File: config.mk
export PLATFORM = sky130hd
export DESIGN_NAME = uart_tx_arb
export DESIGN_NICKNAME = d
export VERILOG_FILES = /design/src/rtl/uart_tx_arb.sv
export SDC_FILE = /design/constraint.sdc
export NUM_CORES = 1
export LEC_CHECK = 0
export CAP_MARGIN = 0
export CORE_AREA = 2 2 92 94
export CTS_CLUSTER_SIZE = 25
export DETAILED_ROUTE_END_ITERATION = 10
export DIE_AREA = 0 0 94 96
export HOLD_SLACK_MARGIN = 0.06
export SETUP_SLACK_MARGIN = 0.4
export SYNTH_ARGS = -nofsm -noshare
export SYNTH_HDL_FRONTEND = slang
export SYNTH_SLANG_ARGS = --single-unit
File: constraint.sdc
create_clock -name clk -period 2.4 [get_ports clk]
set_input_delay 0.36 -clock clk [delete_from_list [all_inputs] [get_ports clk]]
set_output_delay 0.36 -clock clk [all_outputs]
set_load 0.02 [all_outputs]
File: src/rtl/uart_tx_arb.sv
// rtl/uart_tx_arb.sv - round-robin arbiter sharing one uart_tx serializer between N byte requesters
// The serializer has no busy output, so frame occupancy is tracked here with a frame-length counter.
module uart_tx_arb #(
  parameter int N_REQ      = 4,
  parameter int DATA_W     = 8,
  parameter int BIT_CLKS   = 5208,
  parameter int FRAME_BITS = 10,
  parameter int GAP_CLKS   = 2,
  parameter int CNT_W      = 17
) (
  input  logic                       clk,
  input  logic                       rst,
  input  logic [N_REQ-1:0]           req,
  input  logic [N_REQ*DATA_W-1:0]    req_data,
  output logic [N_REQ-1:0]           ack,
  output logic                       tx_vld,
  output logic [DATA_W-1:0]          tx_data,
  output logic                       busy,
  output logic [$clog2(N_REQ)-1:0]   grant_idx
);

  localparam int IDX_W = $clog2(N_REQ);
  localparam logic [CNT_W-1:0] WAIT_LAST = CNT_W'(FRAME_BITS * BIT_CLKS + GAP_CLKS - 1);
  localparam logic [IDX_W-1:0] LAST_IDX  = IDX_W'(N_REQ - 1);

  typedef enum logic [1:0] {
    ST_IDLE,
    ST_SEND,
    ST_WAIT
  } state_t;

  state_t              state_q, state_d;
  logic [N_REQ-1:0]    ack_q, ack_d;
  logic                tx_vld_q, tx_vld_d;
  logic [DATA_W-1:0]   tx_data_q, tx_data_d;
  logic                busy_q, busy_d;
  logic [IDX_W-1:0]    grant_idx_q, grant_idx_d;
  logic [IDX_W-1:0]    ptr_q, ptr_d;
  logic [CNT_W-1:0]    cnt_q, cnt_d;

  logic                win_found;
  logic [IDX_W-1:0]    win_idx;
  logic [DATA_W-1:0]   win_data;
  logic [IDX_W:0]      sum;
  logic [IDX_W-1:0]    cand;

  // Search ptr, ptr+1, ... with an explicit wrap so N_REQ need not be a power of two.
  always_comb begin
    win_found = 1'b0;
    win_idx   = '0;
    win_data  = '0;
    sum       = '0;
    cand      = '0;
    for (int j = 0; j < N_REQ; j++) begin
      sum = {1'b0, ptr_q} + (IDX_W + 1)'(j);
      if (sum >= (IDX_W + 1)'(N_REQ)) begin
        sum = sum - (IDX_W + 1)'(N_REQ);
      end
      cand = sum[IDX_W-1:0];
      if (!win_found && req[cand]) begin
        win_found = 1'b1;
        win_idx   = cand;
        win_data  = req_data[cand*DATA_W +: DATA_W];
      end
    end
  end

  always_comb begin
    state_d     = state_q;
    ack_d       = '0;
    tx_vld_d    = 1'b0;
    tx_data_d   = tx_data_q;
    grant_idx_d = grant_idx_q;
    ptr_d       = ptr_q;
    cnt_d       = cnt_q;
    case (state_q)
      ST_IDLE: begin
        if (win_found) begin
          state_d     = ST_SEND;
          grant_idx_d = win_idx;
          tx_data_d   = win_data;
          ack_d       = N_REQ'(1) << win_idx;
          tx_vld_d    = 1'b1;
        end
      end
      ST_SEND: begin
        state_d = ST_WAIT;
        cnt_d   = '0;
        ptr_d   = (grant_idx_q == LAST_IDX) ? '0 : grant_idx_q + 1'b1;
      end
      ST_WAIT: begin
        if (cnt_q == WAIT_LAST) begin
          cnt_d   = '0;
          state_d = ST_IDLE;
        end else begin
          cnt_d = cnt_q + 1'b1;
        end
      end
      default: state_d = ST_IDLE;
    endcase
    busy_d = (state_d != ST_IDLE);
  end

  always_ff @(posedge clk) begin
    if (rst) begin
      state_q     <= ST_IDLE;
      ack_q       <= '0;
      tx_vld_q    <= 1'b0;
      tx_data_q   <= '0;
      busy_q      <= 1'b0;
      grant_idx_q <= '0;
      ptr_q       <= '0;
      cnt_q       <= '0;
    end else begin
      state_q     <= state_d;
      ack_q       <= ack_d;
      tx_vld_q    <= tx_vld_d;
      tx_data_q   <= tx_data_d;
      busy_q      <= busy_d;
      grant_idx_q <= grant_idx_d;
      ptr_q       <= ptr_d;
      cnt_q       <= cnt_d;
    end
  end

  assign ack       = ack_q;
  assign tx_vld    = tx_vld_q;
  assign tx_data   = tx_data_q;
  assign busy      = busy_q;
  assign grant_idx = grant_idx_q;

endmodule
==> results.ini <==
[status]
status = complete, no violations

[hold_path]
hp-class = reg -> reg
whs_path_depth = 2

[final_layout]
instances_no_fill = 498
fin_nets = 437
drive_above_1_share = 0.1349
num_antenna_cells = 0
fillers = 807
multi_input_area_mm2 = 0.001863
regArea_um2 = 742.0
area_delta_synth_final_pct = 30.11

[synth]
syn_area_per_cell_um2 = 7.925
synth_edf_count = 0
synth_cells = 344
synth-compound-area-share = 0.2258
seq_area_frac_synth = 0.2717
synthFlopType = dfxtp_1
synthArstFlopShare = 0
synthAdderAreaFrac = 0.03212
ys_warn_count = 0
synth_seq_cells = 37
muxShareOfSynthArea = 0.1331
synth_area_mm2 = 0.002726
ys_types = 51
synth_top_family_by_area = simple AND/OR/NAND/NOR gates
syn_nets = 389
synth-simple-area-share = 0.2409
synth-xor-area-share = 0.03855

[die]
die_width_um = 94
rows = 33
coreArea_mm2 = 0.008051
start_util = 0.3386
ios = 54
die_y_um = 96
dieArea_mm2 = 0.009024

[grt]
globalRouteTotalUtil = 0.1554
grt_use_met3 = 0.03524
grt.busiest_layer = met2
grt_max_degree = 49
use_met2 = 0.2488
grt_overflow = 0
grt_pass1_vias = 2409
antenna_found_initial = 0
grt_pass1_wl_um = 11250
met1_usage = 0.2071

[worst_setup_path]
path_buf_inv = 2
critPathMaxFanout = 8
rrSetupSlack_ns = 0.59
cp-endpoint = tx_data[2]
slowest_delay_ns = 0.58
endpoint_kind = flop
crit_required_ns = 2.57
path_delay_family = buffers and inverters
timing.rr.start = ptr_q[0]
path_class = in -> reg
cp-start-kind = input pin
cp.depth = 6
reg2reg_depth = 6
crit_chain = clkdlybuf4s50_1 -> buf_4 -> mux4_2 -> a31oi_1 -> o211a_1 -> a211oi_2
startpoint = req[0]
crit_path_top_delay_cell = mux4_2
r2r-end = tx_data[2]
critical_path_arrival_ns = 2.10

[drt]
ant_nets = 0
wl_per_cell_um = 14.55
vias = 2665
routed_via_density = 5.351
drt-total-wl_um = 7244
drt-initial-drc-count = 123
drc = 0
dr.pass1.iters = 5

[cts]
cts_tree = built
cts-root-buf = clkbuf_8
cts.path.max_buffers = 2
clk_latency_ns = 0.29
path_clk_slew_ns = 0.08
htreeDepth = 2
cts_sinks = 37
cts_buffers = 5

[timing]
tightest_slew_ns = 0.4491
fin_crit_ns = 1.923
rsz0062_at_grt = no
finalHoldViolCount = 0
fin_crit_sh = 0.8013
finClkSkew_ns = 0.008219
slew_violations = 0
max_freq_mhz = 520.0
slew_headroom = 0.6997
tns_ns = 0
setup_viol = 0

[power_and_ir_drop]
peakVddDrop_mv = 0.2453
p_per_area_mw_per_mm2 = 895.1
leakagePower_uw = 0.001276

[placement]
dp_hpwl_um = 5209
gp_congestion = 0.8631
io_buffers = 53
dp.cells = 490

[job]
maxCapViolCount = 0

[synthesized netlist by cell type, drive strengths merged (4+ instances only)]
| master | instances | area [µm²] |
|---|---|---|
| inv | 7 | 26.28 |
| clkbuf | 10 | 38.78 |
| nand4 | 5 | 31.28 |
| mux2 | 8 | 90.09 |
| dfxtp | 37 | 740.7 |
| xor2 | 8 | 70.07 |
| nor3 | 5 | 25.02 |
| buf | 15 | 88.84 |
| xnor2 | 4 | 35.03 |
| ha | 7 | 87.58 |
| a31oi | 12 | 75.07 |
| o211a | 8 | 80.08 |
| o22ai | 10 | 62.56 |
| o2111ai | 8 | 70.07 |
| nand3 | 7 | 35.03 |
| nand2 | 42 | 157.7 |
| mux2i | 25 | 250.2 |
| a211oi | 10 | 115.1 |
| nor2 | 57 | 214.0 |
| nor4 | 5 | 31.28 |
| a21oi | 17 | 85.08 |
[metrics by stage]
step	utilization	hold WS [ns]	instance area [µm²]	setup slack [ns]	total power, µW
after global placement	0.4204	0.4684	3385	0.1549	2552
after detailed placement	0.4204	0.4874	3385	0.1256	2566
after CTS	0.4354	0.4985	3506	0.4066	3156
final	0.4406	0.4919	3547	0.4768	3175
after global routing	0.4406	0.5352	3547	0.4070	3389
after floorplan	-	0.4557	2726	0.5720	2002
[kinds of logic (layout without fill, tap and decap cells)]
group	Yosys count	after routing
muxes	34	34
AOI/OAI and AO/OA	79	79
xor gates and xnor gates	12	12
DFF	37	37
buffers and inverters	33	82
adders and majority gates	7	7
and+or+nand+nor	142	142
[final cells by class]
cell class                      count  share of cell area
Multi-Input combinational cell    274              0.5252
Sequential cell                    37              0.2092
Tap cell                          105             0.03704
Timing Repair Buffer               66              0.1862
Clock inverter                      2             0.01058
Inverter                            8            0.008466
Clock buffer                        6             0.02328
[layout by cell type (no fill, tap or decap), types with 3 or more instances in the layout]
cell	synthesis	routed
inv_1	7	7
a31oi_1	12	12
a21oi_1	17	17
nand4_1	5	5
buf_4	4	11
xor2_1	8	8
o211a_1	8	8
nand3_1	7	6
dlymetal6s2s_1	0	3
mux2_2	8	8
clkbuf_8	0	6
nor3_1	5	4
nor4_1	5	4
nand2_1	42	42
o22ai_1	10	10
ha_1	7	6
clkdlybuf4s50_1	0	50
nand3b_1	3	3
mux2i_1	25	25
a211oi_2	8	8
nor2_1	57	57
nand2b_1	3	3
dfxtp_1	37	36
o2111ai_1	8	8
xnor2_1	4	4
[flip-flops by register name, summed over array words and instances (netlist names)]
register   count
cnt_q         17
state_q        2
tx_vld         1
ptr_q          2
ack            4
grant_idx      2
busy           1
tx_data        8
[tightest hold or removal path, delay by kind of cell, from the launching register on]
kind / cells / cell delay, ns
AND/OR/NAND/NOR: 1 / 0.06
AO/OA/AOI/OAI: 1 / 0.06
flip-flops: 1 / 0.33
[report_power, final]
part / internal, µW / leakage (µW) / switching [µW]
clock network: 338 / 0.0000574 / 245
logic: 786 / 0.000916 / 958
registers: 741 / 0.000303 / 107
[per-layer routing]
| layer | wire (µm) | share of wire |
|---|---|---|
| met5 | 0 | 0 |
| met4 | 84 | 0.012 |
| met3 | 431 | 0.059 |
| met2 | 3383 | 0.47 |
| met1 | 3345 | 0.46 |
[worst min path at each step]
stage	start	end	slack, ns
2_1_floorplan	rst	tx_vld	0.46
3_3_place_gp	grant_idx[1]	grant_idx[1]	0.47
3_5_place_dp	grant_idx[1]	grant_idx[1]	0.49
4_1_cts	grant_idx[1]	grant_idx[1]	0.50
5_1_grt	grant_idx[1]	grant_idx[1]	0.54
6_report	grant_idx[1]	grant_idx[1]	0.49
[timing repair]
item,4_1_cts,5_1_grt
setup endpoints to repair,1,17
buffers inserted,0,0
resized for setup,1,12
endpoints found under the hold margin,0,0
hold buffers,0,0
gates cloned,0,0
pin swaps,0,2
Note: power is estimated with default switching activity, not from simulation.
